File: src/rtl/sin_phase_gen.sv
// rtl/sin_phase_gen.sv - NCO phase-word burst generator with chirp, offset and rate divider
module sin_phase_gen #(
    parameter int unsigned PHASE_BITS = 47,
    parameter int unsigned CNT_BITS   = 32,
    parameter int unsigned DIV_BITS   = 16
) (
    input  logic                  clk,
    input  logic                  resetn,
    input  logic                  start_i,
    input  logic                  stop_i,
    input  logic [PHASE_BITS-1:0] freq_i,
    input  logic [PHASE_BITS-1:0] chirp_i,
    input  logic [PHASE_BITS-1:0] offset_i,
    input  logic [CNT_BITS-1:0]   nsamp_i,
    input  logic [DIV_BITS-1:0]   div_i,
    output logic                  busy_o,
    output logic                  done_o,
    output logic                  valid_o,
    output logic [PHASE_BITS-1:0] phase_o
);

    typedef enum logic {IDLE = 1'b0, RUN = 1'b1} state_t;

    localparam logic [CNT_BITS-1:0] CNT_ONE = CNT_BITS'(1);
    localparam logic [DIV_BITS-1:0] DIV_ONE = DIV_BITS'(1);

    state_t                  state, state_n;
    logic [PHASE_BITS-1:0]   chirp_r, chirp_n;
    logic [PHASE_BITS-1:0]   offset_r, offset_n;
    logic [PHASE_BITS-1:0]   acc, acc_n;
    logic [PHASE_BITS-1:0]   inc, inc_n;
    logic [CNT_BITS-1:0]     nsamp_r, nsamp_n;
    logic [CNT_BITS-1:0]     cnt, cnt_n;
    logic [DIV_BITS-1:0]     div_r, div_n;
    logic [DIV_BITS-1:0]     divcnt, divcnt_n;
    logic                    busy_n, done_n, valid_n;
    logic [PHASE_BITS-1:0]   phase_n;
    logic                    sample_due, burst_last;

    assign sample_due = (divcnt == div_r);
    // nsamp_r == 0 is continuous mode: cnt wraps and never ends the burst
    assign burst_last = (nsamp_r != '0) && ((cnt + CNT_ONE) == nsamp_r);

    always_comb begin
        state_n  = state;
        chirp_n  = chirp_r;
        offset_n = offset_r;
        acc_n    = acc;
        inc_n    = inc;
        nsamp_n  = nsamp_r;
        cnt_n    = cnt;
        div_n    = div_r;
        divcnt_n = divcnt;
        done_n   = 1'b0;
        valid_n  = 1'b0;
        phase_n  = phase_o;
        case (state)
            IDLE: begin
                if (start_i && !stop_i) begin
                    state_n  = RUN;
                    chirp_n  = chirp_i;
                    offset_n = offset_i;
                    nsamp_n  = nsamp_i;
                    div_n    = div_i;
                    acc_n    = '0;
                    inc_n    = freq_i;
                    cnt_n    = '0;
                    divcnt_n = div_i;
                end
            end
            RUN: begin
                // stop wins over a sample falling due in the same cycle
                if (stop_i) begin
                    state_n = IDLE;
                    done_n  = 1'b1;
                end else if (sample_due) begin
                    valid_n  = 1'b1;
                    phase_n  = acc + offset_r;
                    acc_n    = acc + inc;
                    inc_n    = inc + chirp_r;
                    cnt_n    = cnt + CNT_ONE;
                    divcnt_n = '0;
                    if (burst_last) begin
                        state_n = IDLE;
                        done_n  = 1'b1;
                    end
                end else begin
                    divcnt_n = divcnt + DIV_ONE;
                end
            end
            default: state_n = IDLE;
        endcase
        busy_n = (state_n == RUN);
    end

    always_ff @(posedge clk or negedge resetn) begin
        if (!resetn) begin
            state    <= IDLE;
            chirp_r  <= '0;
            offset_r <= '0;
            acc      <= '0;
            inc      <= '0;
            nsamp_r  <= '0;
            cnt      <= '0;
            div_r    <= '0;
            divcnt   <= '0;
            busy_o   <= 1'b0;
            done_o   <= 1'b0;
            valid_o  <= 1'b0;
            phase_o  <= '0;
        end else begin
            state    <= state_n;
            chirp_r  <= chirp_n;
            offset_r <= offset_n;
            acc      <= acc_n;
            inc      <= inc_n;
            nsamp_r  <= nsamp_n;
            cnt      <= cnt_n;
            div_r    <= div_n;
            divcnt   <= divcnt_n;
            busy_o   <= busy_n;
            done_o   <= done_n;
            valid_o  <= valid_n;
            phase_o  <= phase_n;
        end
    end

endmodule

File: config.mk
export PLATFORM = sky130hd
export DESIGN_NAME = sin_phase_gen
export DESIGN_NICKNAME = d
export VERILOG_FILES = /design/src/rtl/sin_phase_gen.sv
export SDC_FILE = /design/constraint.sdc
export NUM_CORES = 1
export LEC_CHECK = 0
export ABC_CLOCK_PERIOD_IN_PS = 2800
export CAP_MARGIN = 20
export CORE_UTILIZATION = 35
export CTS_CLUSTER_DIAMETER = 80
export DETAILED_ROUTE_END_ITERATION = 8
export PLACE_DENSITY = 0.61
export SKIP_CTS_REPAIR_TIMING = 1
export SYNTH_ARGS = -nofsm -noshare
export SYNTH_HDL_FRONTEND = slang
export SYNTH_SLANG_ARGS = --single-unit
File: constraint.sdc
create_clock -name clk -period 2.8 [get_ports clk]
set_clock_uncertainty 0.1 [all_clocks]
set_input_delay 0.42 -clock clk [delete_from_list [all_inputs] [get_ports clk]]
set_output_delay 0.42 -clock clk [all_outputs]
set_load 0.01 [all_outputs]
==> flow_summary_export.csv <==
group,metric,value,unit
place,hpwl,56100,um
pwr,leakage,15.0,nW
layout,drive_gt1_share,23.4,%
layout,synthToLayoutAreaGrowth,43.5,%
worst_setup_path,cp.arrival,3530,ps
grt,antenna_found_initial,1,
grt,grt_overflow,0,
routing,first_iter_violations,1560,
timing,final_hold_viol_count,0,
yosys,synth_edf_count,0,
outcome,violations,"negative setup slack",
outcome,status,"finished, violations left",
yosys,synth_area_per_cell,8.27,um^2
timing,whs,248,ps
timing,fin_crit_sh,113,%
pwr,internal_power,0.0122,W
worst_hold_path,hold_class,"input pin to flop",
pwr,p_comb_share,35.7,%
pwr,switchingPower,0.00627,W
worst_setup_path,crit_type,"flop to flop",
grt,grt_max_degree,83,
clocking,clkSinkCount,334,
place,pre_cts_ws,-471,ps
yosys,yosys_warnings,0,
worst_setup_path,critPathCaptureType,"flop",
pwr,p_total,0.0184,W
routing,viasPerCell,5.23,
clocking,numCtsBuffers,43,
yosys,yosys-top-cells-area,"dfrtp_1 38%, nand2_1 11%, ha_1 8.0%",
clocking,cts.clk_slew.worst_paths,60,ps
floorplanning,core,0.0618,mm^2
floorplanning,dieHeight,253,um
floorplanning,initial_core_util,35.5,%
flow_run,maxCapViolations,0,
place,gp_congestion,0.920,
pwr,ir_worst_vdd,0.406,mV
grt,grtUsageTotal,22.4,%
timing,rsz0062_at_grt,"true",
yosys,synth_cell_types,81,
pwr,pwr-share-seq,32.9,%
worst_setup_path,worstSetupStartpointType,"flop",
floorplanning,io_pins,243,
clocking,cts_root_buf,"clkbuf_16",
layout,fin_nets,3610,
routing,wl_per_cell,18.0,um
yosys,synthFlopType,"dfrtp_1",
clocking,clk-insertion-delay-late,600,ps
routing,totalWireLength,74400,um
yosys,syn-num-nets,2992,
routing,vias,21700,
grt,grt_pass1_wl,113000,um
clocking,cts_htree_levels,2,
floorplanning,fp-row-count,91,
worst_setup_path,cp.required,3170,ps
pwr,power_density,585,mW/mm^2
clocking,cts_tree,"yes",
timing,worst_slew_pin_slew,726,ps
pwr,sw_frac_of_total,34.0,%
timing,setup_viol,48,
yosys,netlist.area_leader.share,38.0,%
grt,grt_pass1_vias,20900,
routing,antenna_left,0,
yosys,synth_area_leader_cell,"dfrtp_1",
floorplanning,die_w,253,um
timing,slew-limit-headroom,51.6,%
layout,n_fill_cell,5751,
pwr,pwr-share-clk,31.4,%
yosys,ys_ff_latch,334,
yosys,synth_seq_area_share,38.0,%
layout,final_util,51.0,%
timing,fin_ws,-351,ps
timing,period_minus_slack,3150,ps
clocking,clockBufferDepth,3,
timing,drv_slew,0,
routing,drt_pass1_iterations,5,
timing,fmax,317,MHz
floorplanning,die-area,0.0638,mm^2
yosys,async_flop_share,100,%
place,io_buffer_count,242,
yosys,synth_area,0.0220,mm^2
routing,drc_errors,0,
worst_setup_path,crit_fanout,3,
yosys,syn_inst,2656,
[state kept, by name, indices dropped and copies added, names as in the netlist, 32 cells and up]
| register | cells |
|---|---|
| acc | 47 |
| chirp_r | 47 |
| inc | 47 |
| offset_r | 47 |
| phase_o | 47 |
| cnt | 32 |
| nsamp_r | 32 |
[cells in the final DEF, fill, tap and decap left out, types with 84 or more instances in the layout]
cell / n
dfrtp_1: 319
buf_4: 425
clkdlybuf4s50_1: 241
a21o_1: 84
a21oi_1: 147
ha_1: 100
o21ai_0: 195
nor2_1: 108
nand3_1: 93
nand2_1: 624
[critical path: stages (launching register included)]
cell and delay, ps:
dfrtp_1 380, ha_2 220, fa_2 240, a21oi_4 70
o211ai_1 270, a21oi_2 120, nand4b_1 260, a211o_1 400
a31o_4 260, o41ai_4 220, xor2_1 200, mux2i_1 210
a21oi_1 90
[synth_stat cells, types with 8 or more instances]
cell type  count
o21a_1        30
nand3_1       98
a31oi_1       22
xnor2_1       90
dfrtp_1      334
nand4_1       37
buf_1         15
nor4_1        20
or3_1         11
ha_1         140
nand2_1      630
a21oi_1      188
o21bai_1      16
clkbuf_1     102
a211oi_1      13
nand2b_1      14
o211ai_1      14
and3_1        42
o31ai_1       17
a21o_1        84
nor2b_1       20
nor3_1        29
o21ai_0      259
and2_1        15
nor2_1       117
nor3b_1       19
mux2i_1       27
inv_1         32
buf_2          8
xor2_1        86
[final timing paths]
check | depth (start not counted) | slack, ps | endpoint | startpoint
worst max-delay path | 12 | -350 | inc[46] | inc[0]
worst min-delay path | 3 | 250 | nsamp_r[31] | nsamp_i[31]
worst max register to register | 12 | -350 | inc[46] | inc[0]
worst min register to register | 2 | 370 | phase_o[0] | phase_o[0]
max in group asynchronous | 3 | 1420 | inc[12] | resetn
min in group asynchronous | 2 | 330 | nsamp_r[1] | resetn
[final cells by class]
type	instances	area, um^2	area share (%)
Tap cell	837	1050	3.32
Sequential cell	334	8380	26.6
Clock buffer	60	1200	3.81
Timing Repair Buffer	701	6130	19.5
Inverter	33	125	0.397
Antenna cell	1	2.50	0.00794
Clock inverter	17	264	0.837
Multi-Input combinational cell	2161	14400	45.6
[power by group through the flow]
stage	logic [W]	clock network [W]	registers [W]
2_1_floorplan	0.00352	0	0.00584
3_3_place_gp	0.00585	0	0.00607
3_5_place_dp	0.00593	0	0.00609
4_1_cts	0.00598	0.00593	0.00601
5_1_grt	0.00722	0.00609	0.00612
6_report	0.00658	0.00580	0.00606
[per-layer routing]
layer | up-vias | track usage (%) | routed length [um]
met5 | - | 0 | 0
met3 | 114 | 3.15 | 3420
met4 | 0 | 7.64 | 2280
li1 | 10600 | - | -
met2 | 519 | 33.8 | 32900
met1 | 10400 | 32.7 | 35800
[metrics by stage]
stage          cell area [um^2]  cells  setup TNS, ps
2_1_floorplan             22200   2656           -373
3_3_place_gp              28500   4024         -12670
3_5_place_dp              28500   4024         -15590
4_1_cts                   30000   4101         -17680
5_1_grt                   31500   4144         -14730
6_report                  31500   4144          -6530
[kinds of logic after synthesis]
group	after synthesis	share of synthesized area [%]
and+or+nand+nor	1082	21.9
AOI/OAI and AO/OA	728	20.4
DFF	334	38.0
xor gates and xnor gates	176	7.02
buffers and inverters	161	2.85
adders and majority gates	144	8.29
muxes	31	1.44
No activity file was read; power rests on OpenSTA's default activity.
